$ cat src/rtl/axil_regbank_if.sv
// AXI4-Lite bus bundle for axil_regbank: AW/W/B/AR/R channels with master/slave views.
interface axil_regbank_if #(
   parameter int unsigned ADDR_W = 12,
   parameter int unsigned DATA_W = 32
);
   localparam int unsigned STRB_W = DATA_W / 8;

   logic [ADDR_W-1:0] awaddr;
   logic              awvalid;
   logic              awready;
   logic [DATA_W-1:0] wdata;
   logic [STRB_W-1:0] wstrb;
   logic              wvalid;
   logic              wready;
   logic [1:0]        bresp;
   logic              bvalid;
   logic              bready;
   logic [ADDR_W-1:0] araddr;
   logic              arvalid;
   logic              arready;
   logic [DATA_W-1:0] rdata;
   logic [1:0]        rresp;
   logic              rvalid;
   logic              rready;

   modport master (
      output awaddr, awvalid, wdata, wstrb, wvalid, bready, araddr, arvalid, rready,
      input  awready, wready, bresp, bvalid, arready, rdata, rresp, rvalid
   );

   modport slave (
      input  awaddr, awvalid, wdata, wstrb, wvalid, bready, araddr, arvalid, rready,
      output awready, wready, bresp, bvalid, arready, rdata, rresp, rvalid
   );
endinterface

$ cat src/rtl/axil_regbank.sv
// AXI4-Lite register bank with byte strobes, per-register read-only mask and hardware-fed RO registers.
// Define AXIL_REGBANK_ERR_EN to return SLVERR on decode errors and RO writes (otherwise all OKAY).
module axil_regbank #(
   parameter int unsigned          DATA_W    = 32,
   parameter int unsigned          ADDR_W    = 12,
   parameter int unsigned          NUM_REGS  = 16,
   parameter logic [NUM_REGS-1:0]  RO_MASK   = '0,
   parameter logic [DATA_W-1:0]    RESET_VAL = '0
) (
   input  logic                         clk,
   input  logic                         rst,
   axil_regbank_if.slave                s_axil,
   input  logic [NUM_REGS*DATA_W-1:0]   hw_in,
   output logic [NUM_REGS*DATA_W-1:0]   regs_q
);
   localparam int unsigned STRB_W = DATA_W / 8;
   localparam int unsigned OFF    = $clog2(STRB_W);
   localparam int unsigned IDX_W  = ADDR_W - OFF;

   typedef enum logic {W_COLLECT, W_RESP} w_state_t;

   w_state_t          r_state, w_state_nxt;
   logic              r_aw_held, r_w_held;
   logic [ADDR_W-1:0] r_awaddr;
   logic [DATA_W-1:0] r_wdata;
   logic [STRB_W-1:0] r_wstrb;
   logic              r_bvalid;
   logic [1:0]        r_bresp;
   logic              r_rvalid;
   logic [DATA_W-1:0] r_rdata;
   logic [1:0]        r_rresp;
   logic [DATA_W-1:0] r_regs [NUM_REGS];

   logic              w_awready, w_wready, w_aw_hs, w_w_hs, w_commit, w_ar_hs;
   logic [ADDR_W-1:0] w_wr_addr;
   logic [DATA_W-1:0] w_wr_data;
   logic [STRB_W-1:0] w_wr_strb;
   logic [IDX_W-1:0]  w_wr_idx, w_rd_idx;
   logic              w_wr_err, w_rd_err;
   logic [1:0]        w_bresp, w_rresp;
   logic [DATA_W-1:0] w_rd_data;

   // Write FSM: next state, channel readies and commit strobe
   always_comb begin
      w_state_nxt = r_state;
      w_awready   = 1'b0;
      w_wready    = 1'b0;
      w_aw_hs     = 1'b0;
      w_w_hs      = 1'b0;
      w_commit    = 1'b0;
      case (r_state)
         W_COLLECT: begin
            w_awready = !r_aw_held;
            w_wready  = !r_w_held;
            w_aw_hs   = s_axil.awvalid && w_awready;
            w_w_hs    = s_axil.wvalid && w_wready;
            if ((r_aw_held || w_aw_hs) && (r_w_held || w_w_hs)) begin
               w_commit    = 1'b1;
               w_state_nxt = W_RESP;
            end
         end
         W_RESP: begin
            if (s_axil.bready) w_state_nxt = W_COLLECT;
         end
         default: w_state_nxt = W_COLLECT;
      endcase
   end

   // A channel completing on the commit edge supplies its payload directly
   assign w_wr_addr = w_aw_hs ? s_axil.awaddr : r_awaddr;
   assign w_wr_data = w_w_hs  ? s_axil.wdata  : r_wdata;
   assign w_wr_strb = w_w_hs  ? s_axil.wstrb  : r_wstrb;
   assign w_wr_idx  = w_wr_addr[ADDR_W-1:OFF];
   assign w_wr_err  = (w_wr_addr[OFF-1:0] != '0) || (32'(w_wr_idx) >= NUM_REGS);

`ifdef AXIL_REGBANK_ERR_EN
   logic w_wr_ro;
   always_comb begin
      w_wr_ro = 1'b0;
      for (int i = 0; i < int'(NUM_REGS); i++) begin
         if (w_wr_idx == IDX_W'(i)) w_wr_ro = RO_MASK[i];
      end
   end
   assign w_bresp = (w_wr_err || w_wr_ro) ? 2'b10 : 2'b00;
   assign w_rresp = w_rd_err ? 2'b10 : 2'b00;
`else
   assign w_bresp = 2'b00;
   assign w_rresp = 2'b00;
`endif

   assign w_ar_hs  = s_axil.arvalid && s_axil.arready;
   assign w_rd_idx = s_axil.araddr[ADDR_W-1:OFF];
   assign w_rd_err = (s_axil.araddr[OFF-1:0] != '0) || (32'(w_rd_idx) >= NUM_REGS);

   // Read mux: RO slots come from hardware, errors read as zero
   always_comb begin
      w_rd_data = '0;
      for (int i = 0; i < int'(NUM_REGS); i++) begin
         if (!w_rd_err && (w_rd_idx == IDX_W'(i)))
            w_rd_data = RO_MASK[i] ? hw_in[i*DATA_W +: DATA_W] : r_regs[i];
      end
   end

   always_ff @(posedge clk) begin
      if (rst) begin
         r_state   <= W_COLLECT;
         r_aw_held <= 1'b0;
         r_w_held  <= 1'b0;
         r_awaddr  <= '0;
         r_wdata   <= '0;
         r_wstrb   <= '0;
         r_bvalid  <= 1'b0;
         r_bresp   <= 2'b00;
         r_rvalid  <= 1'b0;
         r_rdata   <= '0;
         r_rresp   <= 2'b00;
         for (int i = 0; i < int'(NUM_REGS); i++) r_regs[i] <= RESET_VAL;
      end else begin
         r_state <= w_state_nxt;
         if (w_aw_hs) begin
            r_aw_held <= 1'b1;
            r_awaddr  <= s_axil.awaddr;
         end
         if (w_w_hs) begin
            r_w_held <= 1'b1;
            r_wdata  <= s_axil.wdata;
            r_wstrb  <= s_axil.wstrb;
         end
         if (w_commit) begin
            r_bvalid <= 1'b1;
            r_bresp  <= w_bresp;
            for (int i = 0; i < int'(NUM_REGS); i++) begin
               if (!w_wr_err && !RO_MASK[i] && (w_wr_idx == IDX_W'(i))) begin
                  for (int b = 0; b < int'(STRB_W); b++) begin
                     if (w_wr_strb[b]) r_regs[i][8*b +: 8] <= w_wr_data[8*b +: 8];
                  end
               end
            end
         end
         if ((r_state == W_RESP) && s_axil.bready) begin
            r_bvalid  <= 1'b0;
            r_aw_held <= 1'b0;
            r_w_held  <= 1'b0;
         end
         if (w_ar_hs) begin
            r_rvalid <= 1'b1;
            r_rdata  <= w_rd_data;
            r_rresp  <= w_rresp;
         end else if (s_axil.rready) begin
            r_rvalid <= 1'b0;
         end
      end
   end

   assign s_axil.awready = w_awready;
   assign s_axil.wready  = w_wready;
   assign s_axil.bvalid  = r_bvalid;
   assign s_axil.bresp   = r_bresp;
   assign s_axil.arready = !r_rvalid || s_axil.rready;
   assign s_axil.rvalid  = r_rvalid;
   assign s_axil.rdata   = r_rdata;
   assign s_axil.rresp   = r_rresp;

   // RO slices of the contents bus read as zero
   for (genvar g = 0; g < int'(NUM_REGS); g++) begin : g_regs_q
      assign regs_q[g*DATA_W +: DATA_W] = RO_MASK[g] ? '0 : r_regs[g];
   end
endmodule

$ cat src/flat_wrapper.sv
// flat-port wrapper written by rule: the top's interface ports become plain ports
module axil_regbank_flat 
#(
   parameter int unsigned          DATA_W    = 32,
   parameter int unsigned          ADDR_W    = 12,
   parameter int unsigned          NUM_REGS  = 16,
   parameter logic [NUM_REGS-1:0]  RO_MASK   = '0,
   parameter logic [DATA_W-1:0]    RESET_VAL = '0
)
  (clk, rst, hw_in, regs_q, s_axil_awaddr, s_axil_awvalid, s_axil_wdata, s_axil_wstrb, s_axil_wvalid, s_axil_bready, s_axil_araddr, s_axil_arvalid, s_axil_rready, s_axil_awready, s_axil_wready, s_axil_bresp, s_axil_bvalid, s_axil_arready, s_axil_rdata, s_axil_rresp, s_axil_rvalid);
  axil_regbank_if #(.ADDR_W(ADDR_W), .DATA_W(DATA_W)) s_axil_i ();
  input  logic clk;
  input  logic rst;
  input  logic [NUM_REGS*DATA_W-1:0] hw_in;
  output logic [NUM_REGS*DATA_W-1:0] regs_q;
  input wire logic [$bits(s_axil_i.awaddr)-1:0] s_axil_awaddr;
  input wire logic [$bits(s_axil_i.awvalid)-1:0] s_axil_awvalid;
  input wire logic [$bits(s_axil_i.wdata)-1:0] s_axil_wdata;
  input wire logic [$bits(s_axil_i.wstrb)-1:0] s_axil_wstrb;
  input wire logic [$bits(s_axil_i.wvalid)-1:0] s_axil_wvalid;
  input wire logic [$bits(s_axil_i.bready)-1:0] s_axil_bready;
  input wire logic [$bits(s_axil_i.araddr)-1:0] s_axil_araddr;
  input wire logic [$bits(s_axil_i.arvalid)-1:0] s_axil_arvalid;
  input wire logic [$bits(s_axil_i.rready)-1:0] s_axil_rready;
  output wire logic [$bits(s_axil_i.awready)-1:0] s_axil_awready;
  output wire logic [$bits(s_axil_i.wready)-1:0] s_axil_wready;
  output wire logic [$bits(s_axil_i.bresp)-1:0] s_axil_bresp;
  output wire logic [$bits(s_axil_i.bvalid)-1:0] s_axil_bvalid;
  output wire logic [$bits(s_axil_i.arready)-1:0] s_axil_arready;
  output wire logic [$bits(s_axil_i.rdata)-1:0] s_axil_rdata;
  output wire logic [$bits(s_axil_i.rresp)-1:0] s_axil_rresp;
  output wire logic [$bits(s_axil_i.rvalid)-1:0] s_axil_rvalid;
  assign s_axil_i.awaddr = s_axil_awaddr;
  assign s_axil_i.awvalid = s_axil_awvalid;
  assign s_axil_i.wdata = s_axil_wdata;
  assign s_axil_i.wstrb = s_axil_wstrb;
  assign s_axil_i.wvalid = s_axil_wvalid;
  assign s_axil_i.bready = s_axil_bready;
  assign s_axil_i.araddr = s_axil_araddr;
  assign s_axil_i.arvalid = s_axil_arvalid;
  assign s_axil_i.rready = s_axil_rready;
  assign s_axil_awready = s_axil_i.awready;
  assign s_axil_wready = s_axil_i.wready;
  assign s_axil_bresp = s_axil_i.bresp;
  assign s_axil_bvalid = s_axil_i.bvalid;
  assign s_axil_arready = s_axil_i.arready;
  assign s_axil_rdata = s_axil_i.rdata;
  assign s_axil_rresp = s_axil_i.rresp;
  assign s_axil_rvalid = s_axil_i.rvalid;
  axil_regbank #(.DATA_W(DATA_W), .ADDR_W(ADDR_W), .NUM_REGS(NUM_REGS), .RO_MASK(RO_MASK), .RESET_VAL(RESET_VAL)) u_core (.clk(clk), .rst(rst), .s_axil(s_axil_i), .hw_in(hw_in), .regs_q(regs_q));
endmodule
$ cat config.mk
export PLATFORM = sky130hd
export DESIGN_NAME = axil_regbank_flat
export DESIGN_NICKNAME = d
export VERILOG_FILES = /design/src/rtl/axil_regbank_if.sv /design/src/rtl/axil_regbank.sv /design/src/flat_wrapper.sv
export SDC_FILE = /design/constraint.sdc
export NUM_CORES = 1
export LEC_CHECK = 0
export BUFFER_PORTS_ARGS = -buffer_cell sky130_fd_sc_hd__buf_2
export CELL_PAD_IN_SITES_DETAIL_PLACEMENT = 0
export CELL_PAD_IN_SITES_GLOBAL_PLACEMENT = 1
export CORE_AREA = 2 2 441 443
export CTS_BUF_LIST = sky130_fd_sc_hd__clkbuf_4 sky130_fd_sc_hd__clkbuf_8
export DETAILED_ROUTE_END_ITERATION = 16
export DIE_AREA = 0 0 443 445
export PLACE_DENSITY_LB_ADDON = 0.1
export SLEW_MARGIN = 25
export SYNTH_ARGS = -nofsm -noshare
export SYNTH_HDL_FRONTEND = slang
export SYNTH_SLANG_ARGS = --single-unit
$ cat constraint.sdc
create_clock -name clk -period 8.2 [get_ports clk]
set_input_delay 0.41 -clock clk [delete_from_list [all_inputs] [get_ports clk]]
set_output_delay 0.41 -clock clk [all_outputs]
set_load 0.03 [all_outputs]
Word-level counts from Yosys, hierarchy flattened

Memories as Yosys holds them, arrays and structs flattened.
Cells that the tools add are included.

Flip-flop bits (word level): 85
Latch bits: 0
RAM bits: 512
ROM bits: 0
Bits of input ports: 579
Output and inout port bits: 553
Word-level logic and storage cells: 515
Memories: 1

Add/subtract/negate cells: 0
$mul: 0
Div/mod/pow operators: 0
Magnitude comparators: 2
Equality and inequality tests: 30
Shift operators: 0
Multiplexer cells: 355
Bitwise operators: 65
Reduce and logical (&&, ||, !) cells: 53

Memory list:

| name          | words | bits a word | rd ports | clocked after memory_dff | write ports | RTL line           | text |
|---|---|---|---|---|---|---|---|
| u_core.r_regs | 16    | 32          | 16       | 0                        | 16          | axil_regbank.sv:32 | `logic [DATA_W-1:0] r_regs [NUM_REGS];` |

Operators with widths:

| operator                                                                             | count |
|---|---|
| 32-bit 2-to-1 mux                                                                    | 17 |
| 8-bit 2-to-1 mux                                                                     | 64 |
| 1-bit 2-to-1 mux                                                                     | 271 |
| 10-bit by 4-bit equality test with 1-bit output, second input constant               | 16 |
| 10-bit by 3-bit equality test with 1-bit output, second input constant               | 8 |
| 1-bit bitwise OR                                                                     | 64 |
| 10-bit by 2-bit equality test with 1-bit output, second input constant               | 4 |
| 1-bit logical AND                                                                    | 37 |
| 10-bit by 1-bit equality test with 1-bit output, second input constant               | 2 |
| 10-bit by 5-bit greater-or-equal comparator with 1-bit output, second input constant | 2 |
| 10-bit logical NOT                                                                   | 2 |
| 12-bit 2-to-1 mux                                                                    | 1 |
| 2-bit nonzero test                                                                   | 3 |
| 1-bit logical NOT                                                                    | 5 |
| 1-bit logical OR                                                                     | 5 |
| 4-bit 2-to-1 mux                                                                     | 1 |
| 1-bit case mux with 2 select lines                                                   | 1 |
| 2-bit OR reduction                                                                   | 1 |
| 1-bit inverter                                                                       | 1 |

Longest topological paths before layout

Gate-level depths: netlist (run 1).

Word-level depth: 20
Mapped depth: 9
Gate-level depth less buffers: 6

Least setup slack after synthesis (run 1)

OpenSTA, ideal clock, no wires.

Kind: input-to-reg
From: in s_axil_awvalid
To: mem u_core.r_regs[12][0] (netlist: u_core.r_regs[0][384]), enable pin
Setup time: 0.375 ns
Arrival time: 2.682 ns
Required time: 7.825 ns
Setup slack: 5.143 ns
Cell stages on the path: 8
Path buffers: 3
Cell sequence: nor3b_1 > buf_6 > mux2i_2 > nand4_4 > or4_1 > buf_2 > buf_6 > o21bai_1

RTL lines:

| what            | RTL line           | text |
|---|---|---|
| start, declared | flat_wrapper.sv:17 | `input wire logic [$bits(s_axil_i.awvalid)-1:0] s_axil_awvalid;` |
| end, declared   | axil_regbank.sv:32 |  |

==> results of run 1 <==
## cell usage in the layout (no fill, tap or decap), drive strengths merged, types with 73 or more instances in the layout
cell type,count
a21oi,150
buf,731
clkbuf,166
clkinv,75
dfxtp,85
dlygate4sd3,73
edfxtp,512
nand2,155
nor2,213
nor3,258
o21ai,88
## Yosys cell counts (28+ instances only)
library cell / number / area [um2]
a211oi_1: 28 / 210
a21oi_1: 150 / 751
a22oi_1: 39 / 293
and2_1: 39 / 244
buf_2: 34 / 170
clkbuf_1: 114 / 428
clkinv_1: 30 / 113
dfxtp_1: 85 / 1700
edfxtp_1: 512 / 15400
mux2_2: 32 / 360
mux2i_1: 33 / 330
nand2_1: 155 / 582
nor2_1: 213 / 800
nor3_1: 134 / 671
nor3_2: 124 / 1240
o21ai_0: 85 / 425
o221ai_1: 32 / 280
o22ai_1: 38 / 238
or2_2: 28 / 175
## path summary, 6_finish.rpt
path	slack (ps)	start	endpoint	cells past startpoint
setup / recovery	3480	u_core.r_state	u_core.r_regs[0][316]	8
hold / removal	130	s_axil_rready	u_core.s_axil.rvalid	4
setup reg to reg	3480	u_core.r_state	u_core.r_regs[0][316]	8
hold reg to reg	460	u_core.r_wdata[10]	u_core.r_wdata[10]	2
## layout make-up
class                      count  area (um2)
clock inverter                65         641
antenna                       18        45.0
sequential                   597       17100
multi-input combinational   1428        9210
clock buffer                 166        2030
fill                       21100      155000
inverter                      37         139
tap                         2526        3160
timing repair buffer         804        4700
## layer usage
layer	vias up	wire [um]
met2	1353	93600
li1	10100	-
met3	220	17200
met5	-	102
met4	16	4680
met1	13000	99100
## tightest hold or removal path: cells and delay by family
kind / cells / cell delay [ps]
simple gates: 1 / 160
compound gates: 1 / 100
buf+inv: 2 / 320
## power breakdown
group	total [uW]	switching [uW]	internal, uW	leakage [uW]
clock	3580	1610	1970	0.00141
combinational	1260	990	273	0.00613
sequential	3630	177	3450	0.00597
total	8480	2780	5700	0.0135
## state kept, by name, indices dropped and copies added (netlist names)
signal and cells:
u_core.r_w_held 1, u_core.r_state 1, u_core.r_wstrb 4, u_core.s_axil.rvalid 1, u_core.r_wdata 32, u_core.s_axil.bvalid 1, u_core.r_aw_held 1, u_core.r_awaddr 12
u_core.s_axil.rdata 32, u_core.r_regs 512
## cell families after synthesis
kind of cell	count (synthesis)	share of synthesized area [%]
compound gates	544	13.3
buf+inv	216	3.60
flops	597	63.2
mux	75	3.29
other cells	1	0.0139
simple gates	805	16.6
## metrics by stage
stage	utilization (%)	instance area (um2)	hold WS [ps]
2_1_floorplan	-	27000	444
3_3_place_gp	17.4	33500	451
3_5_place_dp	17.5	33500	444
4_1_cts	19.2	37000	63.0
5_1_grt	19.3	37000	116
6_report	19.3	37000	130
## repair_timing
action / 4_1_cts / 5_1_grt
hold buffers: 73 / 0
setup buffers: 0 / 0
hold endpoints to repair: 57 / 0
==> qor.csv, run 1 <==
stage;metric;value;unit
outcome;status;complete, no violations;
critical_path;Worst setup SP type;register;
routing;vias per cell;4.36;
placement;Cell Count Post-Placement;5319;
clock_tree;worst skew pair latency;930;ps
global_route;vias in the first global route;24300;
logic_synthesis;Distinct cells, synth;74;
routing;DRC Markers;0;
critical_path;Setup CP Type;register to register;
critical_path;CP Max Fanout;42;
global_route;first-pass GRT wire length;271000;um
timing;Slew @ Worst Pin;1130;ps
placement;DP Worst Slack;3260;ps
global_route;largest net degree at the start of global routing;66;
clock_tree;CTS root buffer;clkbuf_8;
floorplan;die area;0.197;mm2
logic_synthesis;#FFs+latches synth;597;
clock_tree;Clock Path Buffers;3;
global_route;met1 usage;29.6;%
layout;nets;3568;
critical_path;Slowest cell on crit path;or4_2;
timing;fmax;212;MHz
layout;share of cells above drive strength 1;38.7;%
placement;PortBufs;615;
hold_path;Hold/Removal Path Class;primary input to register;
layout;Area Overhead vs Synth;36.9;%
clock_tree;PostCTS Resize Cnt;0;
routing;Routed Antenna Nets;0;
timing;min Tclk post-route;4720;ps
logic_synthesis;EDFF count, synth;512;
global_route;grt total ovfl;0;
critical_path;slowest cell delay on critical path;1200;ps
logic_synthesis;sequential fraction of the synthesis area;63.2;%
floorplan;Core Region;0.192;mm2
placement;HPWL Detailed;168000;um
critical_path;Critical Path RT;8750;ps
clock_tree;# H-tree levels;3;
power;Leak;0.0135;uW
clock_tree;clock-pin slew on the worst setup and hold paths;60;ps
logic_synthesis;synthesized cell area;0.0270;mm2
logic_synthesis;top_reg_cell synth;edfxtp_1;
timing;final setup margin;3480;ps
critical_path;Cell Chain, Critical Path;nor3b_2 > buf_4 > mux2i_1 > nand2_1 > or4_2 > buf_4 > nor2_1 > or2_1;
timing;Period Utilization, post-route;57.6;%
logic_synthesis;Post-synth ARST share;0;%
timing;Final Hold Vio Count;0;
global_route;antenna violations before repair;73;
timing;Slew Viols, Final;0;
routing;via count;24600;
critical_path;Worst EP arrival;5270;ps
floorplan;Die Y;445;um
placement;RePlAce Congestion;0.836;
global_route;grt met2 use;32.3;%
job;Max Cap Viol;0;
floorplan;DIE WIDTH;443;um
power;maximum vdd drop;0.118;mV
floorplan;Starting Density;14.1;%
routing;final WL;215000;um
power;total power draw;8480;uW
routing;detailed-router iteration count before antenna repair;8;
layout;final std cells w/o fill;5641;
critical_path;Buffers & Inverters on Critical Path;2;
critical_path;most used cell, CP;buf_4;
routing;DR iter-0 viols;2532;
global_route;routing usage on met3;5.46;%
timing;setup_tns;0;ps
power;Pwr Density;229;mW/mm2
logic_synthesis;Syn Area/Cell;12.1;um2
floorplan;I/O pin cnt;1132;
global_route;global routing's busiest layer;met2;
logic_synthesis;Ys Warns;0;
logic_synthesis;gate count of the mapped netlist;2238;
routing;Routed WL per cell;38.0;um
clock_tree;Clock Sinks;597;
floorplan;row count;161;
timing;Clock Skew;64.7;ps
clock_tree;CTS Buf Count;121;
global_route;Total Routing Usage GR;21.1;%
clock_tree;CTS tree;built;
timing;# setup viols final;0;
timing;RSZ-0062 raised after global routing;false;
critical_path;Crit path max-delay family;simple AND/OR/NAND/NOR gates;
critical_path;type of destination of the critical path;register;
timing;relative slew slack;24.5;%
(Power assumes the default switching activity.)
==> inputs of run 2 (changes only) <==
CORE_AREA = 2 2 443 445   (was 2 2 441 443)
DIE_AREA = 0 0 445 447   (was 0 0 443 445)
clock period = 3.87 ns   (was 8.2 ns; I/O delays follow)
==> qor.csv, run 2 (synthesis gave the netlist of run 1 again) <==
stage;metric;value;unit;change
timing;Slew @ Worst Pin;1100;ps;-33.4 ps
timing;Period Utilization, post-route;92.4;%;+35 points
timing;final hold slack;113;ps;-17.2 ps
floorplan;I/O pin cnt;1132;;unchanged
timing;Slew Viols, Final;0;;unchanged
clock_tree;clock-pin slew on the worst setup and hold paths;60;ps;about the same
power;Sw Ratio;32.8;%;about the same
layout;register bank with the most flops;u_core.r_regs;;
power;Leak;0.0143;uW;+6.0%
power;Pwr Density;458;mW/mm2;+100%
timing;relative slew slack;26.5;%;+2.1 points
critical_path;r2r setup slk;290;ps;-3180 ps
layout;max reg flops;512;;unchanged
clock_tree;CTS tree;built;;
outcome;status;complete, no violations;;
clock_tree;CTS Buf Count;121;;unchanged
routing;final WL;211000;um;-1.6%
critical_path;Worst Reg-to-Reg Cells;9;;+1
timing;RSZ-0062 raised after global routing;false;;
hold_path;Hold/Removal Path Class;primary input to register;;
routing;DRC Markers;0;;unchanged
clock_tree;Clock Path Buffers;3;;unchanged
critical_path;most used cell, CP;buf_4;;
critical_path;Crit path max-delay family;simple AND/OR/NAND/NOR gates;;
timing;min Tclk post-route;3580;ps;-1150 ps
floorplan;row count;162;;+0.62%
layout;most frequent cells in the layout;buf_2, edfxtp_1, buf_4, nor2_1, nand2_1;;
hold_path;Worst Hold End;u_core.s_axil.rdata[3];;
clock_tree;post-CTS setup buffer count;0;;unchanged
timing;Clock Skew;76.1;ps;+11.4 ps
critical_path;worst reg2reg path startpoint;u_core.r_state;;
timing;Final Hold Vio Count;0;;unchanged
routing;vias per cell;4.24;;-2.9%
power;Switching Power;5750;uW;+110%
power;register share of total power;43.7;%;+0.9 points
placement;HPWL Detailed;170000;um;+1.3%
critical_path;CP Max Fanout;20;;-52%
global_route;antenna violations before repair;39;;-47%
routing;via count;24700;;+0.35%
critical_path;Buffers & Inverters on Critical Path;3;;+1
power;maximum vdd drop;0.261;mV;+120%
critical_path;type of destination of the critical path;register;;
global_route;largest net degree at the start of global routing;75;;+14%
hold_path;Hold Path Stages;4;;unchanged
timing;setup_tns;0;ps;unchanged
power;Comb power frac;16.2;%;+1.3 points
power;Clock power frac;40.1;%;-2.2 points
critical_path;R2R Path End;u_core.r_regs[0][226];;
job;Max Cap Viol;0;;unchanged
critical_path;Worst EP arrival;4070;ps;-1200 ps
floorplan;Core Region;0.194;mm2;+1.1%
hold_path;hold_sp;s_axil_araddr[3];;
routing;detailed-router iteration count before antenna repair;5;;-3
layout;Area Overhead vs Synth;41.7;%;
clock_tree;Clock Sinks;597;;unchanged
floorplan;Die Y;447;um;+0.45%
critical_path;Worst setup SP type;register;;
layout;share of cells above drive strength 1;40.9;%;+2.2 points
power;total internal power;11800;uW;+110%
routing;DR iter-0 viols;2166;;-14%
layout;nets;3745;;+5.0%
placement;PortBufs;615;;unchanged
floorplan;DIE WIDTH;445;um;+0.45%
placement;RePlAce Congestion;0.827;;-1.1%
clock_tree;worst skew pair latency;910;ps;-20 ps
critical_path;Slowest cell on crit path;nor4_4;;
global_route;vias in the first global route;25100;;+3.5%
clock_tree;CTS root buffer;clkbuf_8;;
floorplan;Starting Density;13.9;%;-0.16 points
critical_path;Setup CP Type;register to register;;
global_route;first-pass GRT wire length;268000;um;-1.3%
critical_path;slowest cell delay on critical path;510;ps;-690 ps
floorplan;die area;0.199;mm2;+0.90%
critical_path;Cell Chain, Critical Path;nor3b_2 > buf_4 > mux2i_1 > nand2_1 > buf_4 > nor4_4 > buf_4 > nand2_1 > nand2b_1;;
critical_path;Critical Path RT;4370;ps;-4380 ps
layout;commonest non-fill, non-tap cell in the layout;buf_2;;
global_route;grt total ovfl;0;;unchanged
clock_tree;# H-tree levels;3;;unchanged
timing;fmax;280;MHz;+32%
global_route;Total Routing Usage GR;20.6;%;-0.48 points
timing;# setup viols final;0;;unchanged
routing;Routed WL per cell;36.2;um;-4.8%
routing;Routed Antenna Nets;0;;unchanged
[run 2: changes by cell type in the layout (fill, tap and decap cells not counted), sizes merged]
cell         previous run  this run
clkinvlp                4         1
clkinv                 75        74
buf                   731       904
bufinv                 11         3
clkbuf                166       178
dlygate4sd3            73        77
diode                  18        15
[run 2: cell type report]
cell class | count | area (um2)
fill | 21400 | 156000
sequential | 597 | 17100
multi-input combinational | 1428 | 9100
timing repair buffer | 981 | 6250
tap | 2542 | 3180
clock buffer | 178 | 2150
clock inverter | 53 | 352
inverter | 37 | 139
antenna | 15 | 37.5
[run 2: worst max-delay path by stage]
| stage | endpoint | slack [ps] | from | cells after the start |
|---|---|---|---|---|
| after floorplan | u_core.r_regs[0][400] | 850 | u_core.r_state | 8 |
| after global placement | u_core.r_regs[0][96] | 40 | u_core.r_state | 9 |
| after detailed placement | u_core.r_regs[0][100] | 10 | u_core.r_state | 9 |
| after CTS | u_core.r_regs[0][100] | 220 | u_core.r_state | 9 |
| after global routing | u_core.r_regs[0][100] | 30 | u_core.r_state | 9 |
| final | u_core.r_regs[0][226] | 290 | u_core.r_state | 9 |
[run 2: metal layers]
layer  part of all wire, %  wire (um)  global-route usage, %  vias up
li1                      -          -                      -    10400
met3                   8.3      17600                   5.96      175
met5                 0.021         44                      0        -
met2                    44      92600                   31.8     1182
met4                   2.1       4510                   4.56        8
met1                    46      96400                   28.3    12900
[run 2: stage by stage]
stage          total power [uW]  util (%)  std cells  area, um2  setup WS [ps]
6_report                  17500      19.7       5831      38300            295
5_1_grt                   18200      19.7       5821      38300           32.9
4_1_cts                   17800      19.7       5816      38200            220
3_5_place_dp              10600      18.0       5508      35000           13.5
3_3_place_gp              10600      18.0       5508      35000           41.1
2_1_floorplan              8910         -       2241      27000            849
[run 2: power groups by stage]
stage	sequential [uW]	clock, uW	combinational [uW]
floorplan	8120	0	787
global placement	7790	0	2800
detailed placement	7790	0	2800
CTS	7660	7270	2880
global route	7680	7520	2970
finish	7660	7040	2830
[run 2: worst register-to-register path: stages, from the launching register on]
cell and delay (ps):
dfxtp_1 390, nor3b_2 190, buf_4 330, mux2i_1 270
nand2_1 320, buf_4 310, nor4_4 510, buf_4 240
nand2_1 210, nand2b_1 400
[run 2: timing repair]
| item | 4_1_cts | 5_1_grt |
|---|---|---|
| setup endpoints to repair | 16 | 0 |
| hold buffers | 77 | 0 |
| endpoints found under the hold margin | 158 | 0 |
| gates resized for setup | 1 | 0 |
